==> config.mk <==
export PLATFORM = sky130hd
export DESIGN_NAME = alu_seq_core
export DESIGN_NICKNAME = d
export VERILOG_FILES = /design/src/rtl/alu_seq_core.sv
export SDC_FILE = /design/constraint.sdc
export NUM_CORES = 1
export LEC_CHECK = 0
export CAP_MARGIN = 20
export CORE_AREA = 5 5 75 77
export CTS_BUF_LIST = sky130_fd_sc_hd__clkbuf_8
export CTS_CLUSTER_SIZE = 10
export DETAILED_ROUTE_END_ITERATION = 6
export DIE_AREA = 0 0 80 82
export GPL_ROUTABILITY_DRIVEN = 0
export PLACE_DENSITY_LB_ADDON = 0.2
export SLEW_MARGIN = 10
export SYNTH_ARGS = -nofsm -noshare
export SYNTH_HDL_FRONTEND = slang
export SYNTH_SLANG_ARGS = --single-unit
==> constraint.sdc <==
create_clock -name clk -period 2.07 [get_ports clk]
set_input_delay 0.5175 -clock clk [delete_from_list [all_inputs] [get_ports clk]]
set_output_delay 0.5175 -clock clk [all_outputs]
set_load 0.02 [all_outputs]
==> src/rtl/alu_seq_core.sv <==
// Sequential ALU core: fetches operands over a request/acknowledge register bus, executes one opcode, reports flags.
// Optional write-back of the result to the destination register when ALU_WRITEBACK_EN is defined.
module alu_seq_core #(
  parameter int DATA_W = 4,
  parameter int ADDR_W = 4
) (
  input  logic                                               clk,
  input  logic                                               rst_n,
  input  logic                                               instr_valid,
  input  logic [3:0]                                         instr_opcode,
  input  logic [((DATA_W > ADDR_W) ? DATA_W : ADDR_W)-1:0]   instr_operand,
  output logic [3:0]                                         bus_req,
  output logic [ADDR_W-1:0]                                  bus_addr,
  output logic [DATA_W-1:0]                                  bus_wdata,
  input  logic                                               bus_ack,
  input  logic [DATA_W-1:0]                                  bus_rdata,
  input  logic                                               result_oe_n,
  output logic [DATA_W-1:0]                                  result,
  output logic                                               result_oe,
  output logic                                               carry,
  output logic                                               zero,
  output logic                                               err,
  output logic                                               busy,
  output logic                                               done
);

  typedef enum logic [2:0] {
    S_IDLE,
    S_NEXT,
    S_RSRC,
    S_RDST,
    S_EXEC,
`ifdef ALU_WRITEBACK_EN
    S_WB,
`endif
    S_DONE
  } state_t;

  typedef enum logic [3:0] {
    OP_ADDI = 4'd1,
    OP_ADD  = 4'd2,
    OP_SUBI = 4'd3,
    OP_SUB  = 4'd4,
    OP_NAND = 4'd5,
    OP_SHR  = 4'd6,
    OP_SHL  = 4'd7,
    OP_XOR  = 4'd8
  } op_t;

  localparam logic [3:0]        REQ_NONE  = 4'b0000;
  localparam logic [3:0]        REQ_READ  = 4'b0001;
  localparam logic [3:0]        REQ_WRITE = 4'b0010;
  localparam logic [3:0]        REQ_NEXT  = 4'b0011;
  localparam logic [DATA_W-1:0] SH_LIM    = DATA_W[DATA_W-1:0];

  state_t              state_q, state_d;
  logic [3:0]          opcode_q, opcode_d;
  logic [ADDR_W-1:0]   src_addr_q, src_addr_d;
  logic [ADDR_W-1:0]   dst_addr_q, dst_addr_d;
  logic [DATA_W-1:0]   a_q, a_d;
  logic [DATA_W-1:0]   b_q, b_d;
  logic [DATA_W-1:0]   result_q, result_d;
  logic                carry_q, carry_d;
  logic                zero_q, zero_d;
  logic                err_q, err_d;
  logic                done_q, done_d;
  logic [3:0]          bus_req_q, bus_req_d;
  logic [ADDR_W-1:0]   bus_addr_q, bus_addr_d;
  logic [DATA_W:0]     sum, diff;
  logic                op_legal, op_regform;

  always_comb begin
    op_legal   = (instr_opcode >= 4'd1) && (instr_opcode <= 4'd8);
    op_regform = (opcode_q == OP_ADD) || (opcode_q == OP_SUB) ||
                 (opcode_q == OP_NAND) || (opcode_q == OP_XOR);
    sum  = {1'b0, b_q} + {1'b0, a_q};
    diff = {1'b0, b_q} - {1'b0, a_q};
  end

  always_comb begin
    state_d    = state_q;
    opcode_d   = opcode_q;
    src_addr_d = src_addr_q;
    dst_addr_d = dst_addr_q;
    a_d        = a_q;
    b_d        = b_q;
    result_d   = result_q;
    carry_d    = carry_q;
    zero_d     = zero_q;
    err_d      = err_q;

    case (state_q)
      S_IDLE: begin
        if (instr_valid) begin
          opcode_d   = instr_opcode;
          src_addr_d = instr_operand[ADDR_W-1:0];
          a_d        = instr_operand[DATA_W-1:0];
          if (op_legal) begin
            err_d   = 1'b0;
            state_d = S_NEXT;
          end else begin
            err_d   = 1'b1;
            state_d = S_DONE;
          end
        end
      end
      S_NEXT: begin
        if (bus_ack) begin
          dst_addr_d = ADDR_W'(bus_rdata);
          state_d    = op_regform ? S_RSRC : S_RDST;
        end
      end
      S_RSRC: begin
        if (bus_ack) begin
          a_d     = bus_rdata;
          state_d = S_RDST;
        end
      end
      S_RDST: begin
        if (bus_ack) begin
          b_d     = bus_rdata;
          state_d = S_EXEC;
        end
      end
      S_EXEC: begin
        carry_d = 1'b0;
        case (opcode_q)
          OP_ADDI, OP_ADD: begin
            result_d = sum[DATA_W-1:0];
            carry_d  = sum[DATA_W];
          end
          OP_SUBI, OP_SUB: begin
            // The extra top bit of the widened difference is the borrow (A > B).
            result_d = diff[DATA_W-1:0];
            carry_d  = diff[DATA_W];
          end
          OP_NAND: result_d = ~(b_q & a_q);
          OP_XOR:  result_d = b_q ^ a_q;
          OP_SHR:  result_d = (a_q >= SH_LIM) ? '0 : (b_q >> a_q);
          OP_SHL:  result_d = (a_q >= SH_LIM) ? '0 : (b_q << a_q);
          default: result_d = result_q;
        endcase
        zero_d = (result_d == '0);
`ifdef ALU_WRITEBACK_EN
        state_d = S_WB;
`else
        state_d = S_DONE;
`endif
      end
`ifdef ALU_WRITEBACK_EN
      S_WB: begin
        if (bus_ack) state_d = S_DONE;
      end
`endif
      S_DONE:  state_d = S_IDLE;
      default: state_d = S_IDLE;
    endcase
  end

  // Bus outputs are registered from the next state so they are valid from state entry.
  always_comb begin
    bus_req_d  = REQ_NONE;
    bus_addr_d = '0;
    done_d     = (state_d == S_DONE);
    case (state_d)
      S_NEXT: bus_req_d = REQ_NEXT;
      S_RSRC: begin
        bus_req_d  = REQ_READ;
        bus_addr_d = src_addr_d;
      end
      S_RDST: begin
        bus_req_d  = REQ_READ;
        bus_addr_d = dst_addr_d;
      end
`ifdef ALU_WRITEBACK_EN
      S_WB: begin
        bus_req_d  = REQ_WRITE;
        bus_addr_d = dst_addr_d;
      end
`endif
      default: bus_req_d = REQ_NONE;
    endcase
  end

  always_ff @(posedge clk or negedge rst_n) begin
    if (!rst_n) begin
      state_q    <= S_IDLE;
      opcode_q   <= '0;
      src_addr_q <= '0;
      dst_addr_q <= '0;
      a_q        <= '0;
      b_q        <= '0;
      result_q   <= '0;
      carry_q    <= 1'b0;
      zero_q     <= 1'b0;
      err_q      <= 1'b0;
      done_q     <= 1'b0;
      bus_req_q  <= REQ_NONE;
      bus_addr_q <= '0;
    end else begin
      state_q    <= state_d;
      opcode_q   <= opcode_d;
      src_addr_q <= src_addr_d;
      dst_addr_q <= dst_addr_d;
      a_q        <= a_d;
      b_q        <= b_d;
      result_q   <= result_d;
      carry_q    <= carry_d;
      zero_q     <= zero_d;
      err_q      <= err_d;
      done_q     <= done_d;
      bus_req_q  <= bus_req_d;
      bus_addr_q <= bus_addr_d;
    end
  end

`ifdef ALU_WRITEBACK_EN
  logic [DATA_W-1:0] bus_wdata_q, bus_wdata_d;

  always_comb begin
    bus_wdata_d = '0;
    if (state_d == S_WB) bus_wdata_d = result_d;
  end

  always_ff @(posedge clk or negedge rst_n) begin
    if (!rst_n) bus_wdata_q <= '0;
    else        bus_wdata_q <= bus_wdata_d;
  end

  assign bus_wdata = bus_wdata_q;
`else
  assign bus_wdata = '0;
`endif

  assign bus_req   = bus_req_q;
  assign bus_addr  = bus_addr_q;
  assign result    = result_q;
  assign result_oe = ~result_oe_n;
  assign carry     = carry_q;
  assign zero      = zero_q;
  assign err       = err_q;
  assign done      = done_q;
  assign busy      = (state_q != S_IDLE);

endmodule

==> run metrics <==
final count of pins violating max slew=0; PwrDens=1735 nW/µm²; most common cell after layout, fill and taps aside=dfrtp_1; Worst R2R Setup Slack=-0.15 ns; Switching Fraction=42.20%; Final Non-Filler Cells=375; CORE AREA=just under 5000 µm²; Synth Area in XOR/XNOR=1.490%; die height=roughly 80 µm; Reg2Reg Depth=9; Antenna Nets Post-Route=0; most frequent cells in the layout=35 x dfrtp_1, 33 x buf_4, 29 x nand2_1, 29 x clkdlybuf4s50_1, 15 x a21oi_1; combinational share of power=63.1%; Starting Density=47.55%; final wirelength=5816 µm; die area=6560 µm²; row count=26; synthesis-to-finish area growth=31.40%; R2R Path Start=b_q[0]; Post-Place Cells=366; worst min path class=in -> async; Post-synth ARST share=100.0%; Pwr Total=between 5000 and 6000 µW; sequential fraction of the synthesis area=between 30 and 40%; DRC Markers=0; min cycle time layout=around 2.2 ns; setup_tns=-0.2888 ns; Layout fillers=430; Synth Area in Compound Gates=18.36%; via count=1993; Post-synth EDFFs=0; Worst EP arrival=2.39 ns; Seq cells post-synth=37; status=finished, violations left; CTS sink cnt=37; layout cells sized above 1=26.56%; Worst Path Required=2.24 ns; Crit. End Element=flip-flop; largest net degree at the start of global routing=38; Clock Latency Late Sink=0.29 ns; grt total ovfl=0; critical path type=reg -> reg; DR vias/cell=5.315; CTS clk-pin slew, worst paths=0.08 ns; Syn Std Cell Area=~2400 µm²; RSZ-0062 raised after global routing=true; DPL Wire Length=between 4000 and 5000 µm; CTS Buf Count=5; Final Setup Violations=3; Hold Buf Count CTS=0; GRT Util Overall=approximately a fifth; crit-path max FO=3; TritonRoute pass-1 iters=4; clk_skew=0.004067 ns; cells after synthesis=approximately 240; Ports=39; Yosys cell types=57; P_sw=2262 µW; crit-path cells=inv_1 -> ha_2 -> inv_2 -> fa_2 -> nor3b_2 -> a41oi_2 -> a21oi_1 -> o32a_1 -> mux2_2; failing checks=negative setup slack; Die Wd=about 80 µm; clock network power share=12.3%; worst vdd rail ir drop=0.0007999 V; adder-cell share of the synthesized area=5.961%; port buffer count=32; average wire per standard cell=15.51 µm; final hold slack=between 0.2 and 0.3 ns; CP max stage delay=approximately 0.43 ns; Synth Area in Simple Gates=18.25%; antenna cells=0; CTS tree=yes; first-pass GRT wire length=9522 µm; Fmax=451.4 MHz; crit path launch type=flip-flop; mean cell area of the mapped netlist=9.635 µm²; largest family of logic cells by synthesized area=compound AO/OA/AOI/OAI gates; post-synthesis mux area share=8.675%; Pint=around 3100 µW; Reg power frac=24.6%; Worst path slowest cell=fa_2; period utilization=107.0%; worst r2r dst=result[1]; Max-Cap Viols=0; initial antenna violation count=0; root buffer cell=clkbuf_8; Max Buffers Root-to-Sink=2; P_leak=0.001349 µW; Yosys warning count=0; CP startpoint=b_q[0]; htree depth=2; Starting DRT DRC Count=around 120; Synth Flop Type=dfrtp_1; Final Hold Vio Count=0; setup ws final=-0.1454 ns; number of global-route vias before repair=1953; nets=331
-- timing repair --
action | in CTS | in global routing
pin swaps | 0 | 2
endpoints found under the setup margin | 6 | 5
gates resized for setup | 5 | 11
setup buffers | 1 | 0
-- final cells by class --
cell class | instances | area, µm² | area share (%)
Multi-Input combinational cell | 178 | 1309 | 42.37
Tap cell | 70 | 87.58 | 2.835
Sequential cell | 37 | 928.4 | 30.05
Timing Repair Buffer | 66 | 584.3 | 18.91
Clock buffer | 6 | 82.58 | 2.673
Inverter | 16 | 60.06 | 1.944
Clock inverter | 2 | 37.54 | 1.215
-- Yosys cell counts (all sizes together), types with 3 or more instances --
cell / instances / area share, %
o211ai: 3 / 1.5
nand2b: 3 / 0.80
nor2: 10 / 1.6
a31oi: 6 / 1.6
dfrtp: 37 / 39
o22ai: 5 / 1.3
mux2: 11 / 5.3
a21oi: 16 / 3.6
or3b: 3 / 1.1
buf: 16 / 4.8
xnor2: 3 / 1.1
nand2: 29 / 4.6
ha: 8 / 4.3
inv: 16 / 2.6
o21ai: 9 / 1.9
and2: 3 / 0.96
nor3: 15 / 3.7
mux2i: 8 / 3.4
-- how the worst max path moves through the flow --
stage | end | depth (start not counted)
final | result[1] | 9
after global routing | zero | 9
after CTS | result[1] | 9
after detailed placement | result[1] | 9
after global placement | result[1] | 9
after floorplan | result[1] | 9
-- power by group through the flow --
stage	combinational [µW]	sequential (µW)	clock [µW]
floorplan	2050	1360	0
global placement	3190	1300	0
detailed placement	3230	1310	0
CTS	3310	1310	670
global route	3690	1370	711
finish	3380	1320	659
-- critical path: cells and delay by family (launching register included) --
family | cells | cell delay [ns]
adder cells (fa/ha/maj) | 2 | 0.61
AO/OA/AOI/OAI | 3 | 0.55
flip-flops | 1 | 0.40
multiplexers | 1 | 0.27
AND/OR/NAND/NOR | 1 | 0.17
buffers and inverters | 2 | 0.11
-- kinds of logic (layout without fill, tap and decap cells) --
kind of cell | count (synthesis) | in the layout
AOI/OAI and AO/OA | 59 | 59
buffers and inverters | 34 | 90
other | 1 | 6
xor gates and xnor gates | 4 | 4
and+or+nand+nor | 80 | 80
muxes | 19 | 19
DFF | 37 | 37
adders and majority gates | 10 | 10
-- through the flow --
stage	area, µm²	setup slack (ns)	util [%]
finish	3089	-0.1454	62.47
floorplan	2376	-0.04175	-
global placement	2912	-0.07354	58.88
detailed placement	2912	-0.1362	58.88
CTS	3057	-0.1373	61.82
global route	3089	-0.2690	62.47
-- sequential cells by signal (all words and copies together), names as in the netlist, 2 cells and up --
name        count
a_q             4
state_q         3
bus_addr        4
bus_req         2
src_addr_q      4
dst_addr_q      4
result          4
opcode_q        4
b_q             4
-- metal layers --
layer / up-vias / routed length [µm] / global-route usage (%)
met3: 10 / 233 / 4.167
met1: 952 / 2650 / 24.78
li1: 981 / - / -
met2: 50 / 2847 / 31.71
met5: - / 0 / 0
met4: 0 / 84 / 4.392
No activity file was read; power rests on OpenSTA's default activity.
